### src/rtl/alu_num_display.sv
// alu_num_display: 32-bit combinational ALU plus an 8-digit multiplexed hex seven-segment driver.
// Build option LEADING_ZERO_BLANK_EN blanks leading zero digits (digit 0 is always shown).
module alu_num_display #(
  parameter int SCAN_DIV = 100000
) (
  input  logic        clk,
  input  logic        rst,
  input  logic [2:0]  alu_op,
  input  logic [31:0] a,
  input  logic [31:0] b,
  output logic [31:0] f,
  output logic        zf,
  output logic        of,
  output logic        sf,
  output logic        cf,
  output logic        pf,
  input  logic [31:0] disp_data,
  output logic [2:0]  which,
  output logic [7:0]  seg
);
  localparam logic [19:0] LAST = 20'(SCAN_DIV - 1);
  logic [32:0] sum, diff;
  logic [19:0] presc_q, presc_d;
  logic [2:0]  which_q, which_d;
  logic [3:0]  nib;
  logic [7:0]  hex;
  always_comb begin
    sum = {1'b0, a} + {1'b0, b};
    diff = {1'b0, a} - {1'b0, b};
    f = '0;
    cf = 1'b0;
    of = 1'b0;
    case (alu_op)
      3'b000: f = a & b;
      3'b001: f = a | b;
      3'b010: f = a ^ b;
      3'b011: f = ~(a | b);
      3'b100: begin
        f = sum[31:0];
        cf = sum[32];
        of = (a[31] == b[31]) && (sum[31] != a[31]);
      end
      3'b101: begin
        f = diff[31:0];
        cf = diff[32];
        of = (a[31] != b[31]) && (diff[31] != a[31]);
      end
      3'b110: f = {31'b0, $signed(a) < $signed(b)};
      default: f = b << a[4:0];
    endcase
    zf = f == '0;
    sf = f[31];
    pf = ~^f;
  end
  always_comb begin
    presc_d = (presc_q == LAST) ? '0 : presc_q + 20'd1;
    which_d = (presc_q == LAST) ? which_q + 3'd1 : which_q;
  end
  always_ff @(posedge clk) begin
    if (rst) begin
      presc_q <= '0;
      which_q <= '0;
    end else begin
      presc_q <= presc_d;
      which_q <= which_d;
    end
  end
  assign which = which_q;
  assign nib = disp_data[{which_q, 2'b00} +: 4];
  always_comb begin
    case (nib)
      4'h0: hex = 8'hC0;
      4'h1: hex = 8'hF9;
      4'h2: hex = 8'hA4;
      4'h3: hex = 8'hB0;
      4'h4: hex = 8'h99;
      4'h5: hex = 8'h92;
      4'h6: hex = 8'h82;
      4'h7: hex = 8'hF8;
      4'h8: hex = 8'h80;
      4'h9: hex = 8'h90;
      4'hA: hex = 8'h88;
      4'hB: hex = 8'h83;
      4'hC: hex = 8'hC6;
      4'hD: hex = 8'hA1;
      4'hE: hex = 8'h86;
      default: hex = 8'h8E;
    endcase
`ifdef LEADING_ZERO_BLANK_EN
    seg = (which_q != 3'd0 && (disp_data >> {which_q, 2'b00}) == 32'd0) ? 8'hFF : hex;
`else
    seg = hex;
`endif
  end
endmodule

### config.mk
export PLATFORM = sky130hd
export DESIGN_NAME = alu_num_display
export DESIGN_NICKNAME = d
export VERILOG_FILES = /design/src/rtl/alu_num_display.sv
export SDC_FILE = /design/constraint.sdc
export NUM_CORES = 1
export LEC_CHECK = 0
export BUFFER_PORTS_ARGS = -buffer_cell sky130_fd_sc_hd__buf_2
export CAP_MARGIN = 20
export CORE_MARGIN = 2
export CORE_UTILIZATION = 45
export CTS_CLUSTER_SIZE = 30
export DETAILED_ROUTE_END_ITERATION = 10
export PLACE_DENSITY = 0.68
export REMOVE_ABC_BUFFERS = 1
export SKIP_LAST_GASP = 1
export SYNTH_ARGS = -nofsm -noshare
export SYNTH_HDL_FRONTEND = slang
export SYNTH_SLANG_ARGS = --single-unit
export TNS_END_PERCENT = 50
### constraint.sdc
create_clock -name clk -period 6.1 [get_ports clk]
set_input_delay 1.22 -clock clk [delete_from_list [all_inputs] [get_ports clk]]
set_output_delay 1.22 -clock clk [all_outputs]
set_load 0.05 [all_outputs]
==> results.tsv <==
stage	metric	value	unit
timing	fin crit period	6.31	ns
cts	Worst-Skew Late Latency	0.26	ns
critical_path	CP Max Fanout	4	
yosys	mux cell area share after synthesis	12.9	%
cts	CTS sink count	23	
final_layout	fin area	0.0124	mm^2
yosys	post-synthesis instance total	1327	
floorplan	core region area	0.0202	mm^2
floorplan	Rows	52	
final_layout	ratio of cells with drive above 1 in the final layout	32.1	%
critical_path	crit path kind	in -> out	
timing	worst slew pin tran	0.745	ns
route	Total Routed Length	36.4	mm
power_and_ir_drop	Pwr Density	157	mW/mm^2
placed_design	Placed Area	0.0118	mm^2
cts	root buf cell	clkbuf_16	
cts	cts bufs inserted	3	
global_routing	first-pass GRT wire length	56.5	mm
placed_design	Setup WS pre-CTS	-0.555	ns
yosys	top_reg_cell synth	dfxtp_1	
cts	H-tree depth	1	
yosys	Cell Area, Synth	0.00921	mm^2
min_path	worst hold path type	reg -> reg	
timing	Setup Skew	0.00287	ns
placed_design	DPL Wire Length	30.1	mm
floorplan	Die Ht	147	um
yosys	Netlist cell types	88	
route	DRC Markers	0	
global_routing	met1 usage	45.7	%
route	vias	11200	
yosys	Post-synth EDFFs	0	
global_routing	met2 usage	52.5	%
timing	Rel. slew slack	48.9	%
route	vias per cell	5.85	
critical_path	Worst Path Arrival	5.09	ns
final_layout	layout net count	1881	
route	Antenna Violating Nets Remaining	0	
global_routing	met3 Resource Use GR	2.73	%
placed_design	PortBufs	147	
route	Pre-Repair DR Iteration Count	5	
timing	Final Hold Viols	0	
floorplan	die area	0.0216	mm^2
run_status	outcome	complete, but fails checks	
floorplan	IO Pins	149	
yosys	FF+latch count, synth	23	
timing	RSZ-0062 raised after global routing	yes	
global_routing	grt ovf	0	
route	DR iter-0 viols	1131	
global_routing	most used routing layer	met2	
global_routing	initial antenna violation count	0	
timing	Slew Viols, Final	0	
timing	Setup WS post-layout	-0.205	ns
yosys	combinational family with the most area after synthesis	compound AO/OA/AOI/OAI gates	
placed_design	gpl congestion	1.01	
yosys	ys async rst share	0	%
critical_path	startpoint types	primary input	
critical_path	CP Capture Type	output pin	
cts	CTS tree	done	
critical_path	WP data required	4.88	ns
yosys	post-synth top area cell	ha_1	
cts	Reg clk slew, reported paths	0.06	ns
run_status	failing checks	setup timing	
timing	final setup fails	2	
timing	period utilization	103	%
timing	Fmax achieved	159	MHz
yosys	Avg Inst Size Synth	6.94	um^2
power_and_ir_drop	leakage power	5.96	nW
global_routing	vias in the first global route	10600	
route	average routed wire per standard cell	18.9	um
yosys	Synth Area in Adders	17.7	%
cts	CTS max path bufs	2	
yosys	Post-Synth XOR/XNOR Area	5.90	%
yosys	sequential area share after synthesis	5.00	%
yosys	Synth Area in Compound Gates	29.3	%
yosys	yosys warns	0	
floorplan	initial core utilization	45.7	%
yosys	Synth area leaders	ha_1 (17%), a21oi_1 (6.6%), mux4_2 (6.1%), nor2_1 (6.0%), mux2i_1 (6.0%)	
timing	hold slack	0.491	ns
floorplan	Die Span X	147	um
run	number of max-cap violations	0	
yosys	Post-Synth Simple-Gate Area	20.0	%
global_routing	Global Route Usage Sum	32.2	%
power_and_ir_drop	worst vdd ir	283	uV
final_layout	synth-to-layout area growth	34.3	%
final_layout	post-layout util	61.3	%
yosys	Yosys top cell area share	17.3	%
global_routing	largest net degree at the start of global routing	41	
-- state kept, by name (all words and copies together) (netlist names) --
signal,cells
presc_q,20
which,3
-- layout make-up --
| class | count | area, um^2 |
|---|---|---|
| Tap cell | 270 | 338 |
| Inverter | 126 | 480 |
| Timing Repair Buffer | 405 | 2730 |
| Sequential cell | 23 | 460 |
| Fill cell | 1948 | 7800 |
| Multi-Input combinational cell | 1092 | 8280 |
| Antenna cell | 1 | 2.50 |
| Clock inverter | 1 | 5.00 |
| Clock buffer | 3 | 75.1 |
-- placed cells by master (no fill, tap or decap), types with 9 or more instances in the layout --
| master | instances |
|---|---|
| mux2i_1 | 55 |
| o21ai_1 | 9 |
| o21ai_0 | 82 |
| buf_2 | 142 |
| nand3_1 | 30 |
| nand4_1 | 12 |
| a21o_1 | 15 |
| dfxtp_1 | 23 |
| o22ai_1 | 9 |
| a221oi_1 | 9 |
| o221ai_1 | 9 |
| nor3_1 | 24 |
| ha_1 | 121 |
| mux4_2 | 25 |
| inv_1 | 114 |
| buf_4 | 255 |
| nand2b_1 | 10 |
| o21bai_1 | 9 |
| and3_1 | 10 |
| o211ai_1 | 13 |
| nand2_1 | 112 |
| nor2_1 | 148 |
| a21oi_1 | 115 |
| o221a_2 | 10 |
| xor2_1 | 16 |
| a31oi_1 | 14 |
| xnor2_1 | 38 |
| a211oi_1 | 30 |
| and2_1 | 10 |
-- worst paths after layout --
kind | startpoint | end | slack, ns | cells past startpoint
max | b[0] | pf | -0.21 | 20
min | presc_q[0] | presc_q[0] | 0.49 | 1
max reg2reg | presc_q[7] | presc_q[5] | 4.20 | 5
min reg2reg | presc_q[0] | presc_q[0] | 0.49 | 1
-- critical path: stages --
cell and delay (ns):
buf_8 0.08, buf_6 0.11, ha_4 0.15, inv_4 0.03
fa_2 0.38, nand2b_4 0.16, a21oi_4 0.23, o31ai_4 0.11
a21oi_4 0.22, o21ai_4 0.12, o311a_4 0.41, a22o_1 0.21
a211o_1 0.29, o41ai_2 0.07, ha_1 0.29, xor2_1 0.15
xnor2_1 0.28, xnor2_2 0.15, xnor2_2 0.22, buf_6 0.19
-- Yosys cell counts, drive strengths merged (11+ instances only) --
| master | n |
|---|---|
| inv | 121 |
| nand2 | 112 |
| ha | 127 |
| nor3 | 29 |
| a21o | 15 |
| xnor2 | 46 |
| nor2 | 149 |
| a21oi | 123 |
| clkbuf | 49 |
| buf | 37 |
| xor2 | 16 |
| mux2i | 55 |
| nand2b | 11 |
| o221a | 11 |
| nand3 | 32 |
| dfxtp | 23 |
| a211oi | 34 |
| nand4 | 12 |
| o211ai | 13 |
| o21ai | 96 |
| mux4 | 25 |
| a31oi | 14 |
-- routing by layer --
metal	wire [um]	part of all wire, %	vias up
li1	-	-	5394
met1	16000	44	5285
met2	16600	46	488
met3	2790	7.7	73
met4	1010	2.8	0
met5	0	0	-
-- metrics by stage --
step	std cells	TNS (ns)	power [mW]
finish	1921	-0.286	1.95
detailed placement	1910	-0.884	1.64
floorplan	1241	-2.57	1.06
global route	1920	-0.516	2.06
CTS	1915	-0.146	1.90
global placement	1910	-0.690	1.63
-- report_power, final --
part,internal (mW),switching (mW),total [mW]
sequential,0.152,0.00157,0.154
clock,0.0881,0.0514,0.139
combinational,0.686,0.968,1.65
-- repair_timing --
| action | in CTS | in global routing |
|---|---|---|
| hold buffers | 0 | 0 |
| gates cloned | 0 | 0 |
| pin swaps | 42 | 30 |
| endpoints found under the setup margin | 2 | 2 |
| resized for setup | 52 | 35 |
| setup buffers | 2 | 5 |
-- cells by family after synthesis --
logic type	Yosys count
xor+xnor	62
mux	87
simple gates	404
flops	23
buf+inv	212
fa+ha+maj	129
compound gates	409
other cells	1
Note: power is estimated with default switching activity, not from simulation.
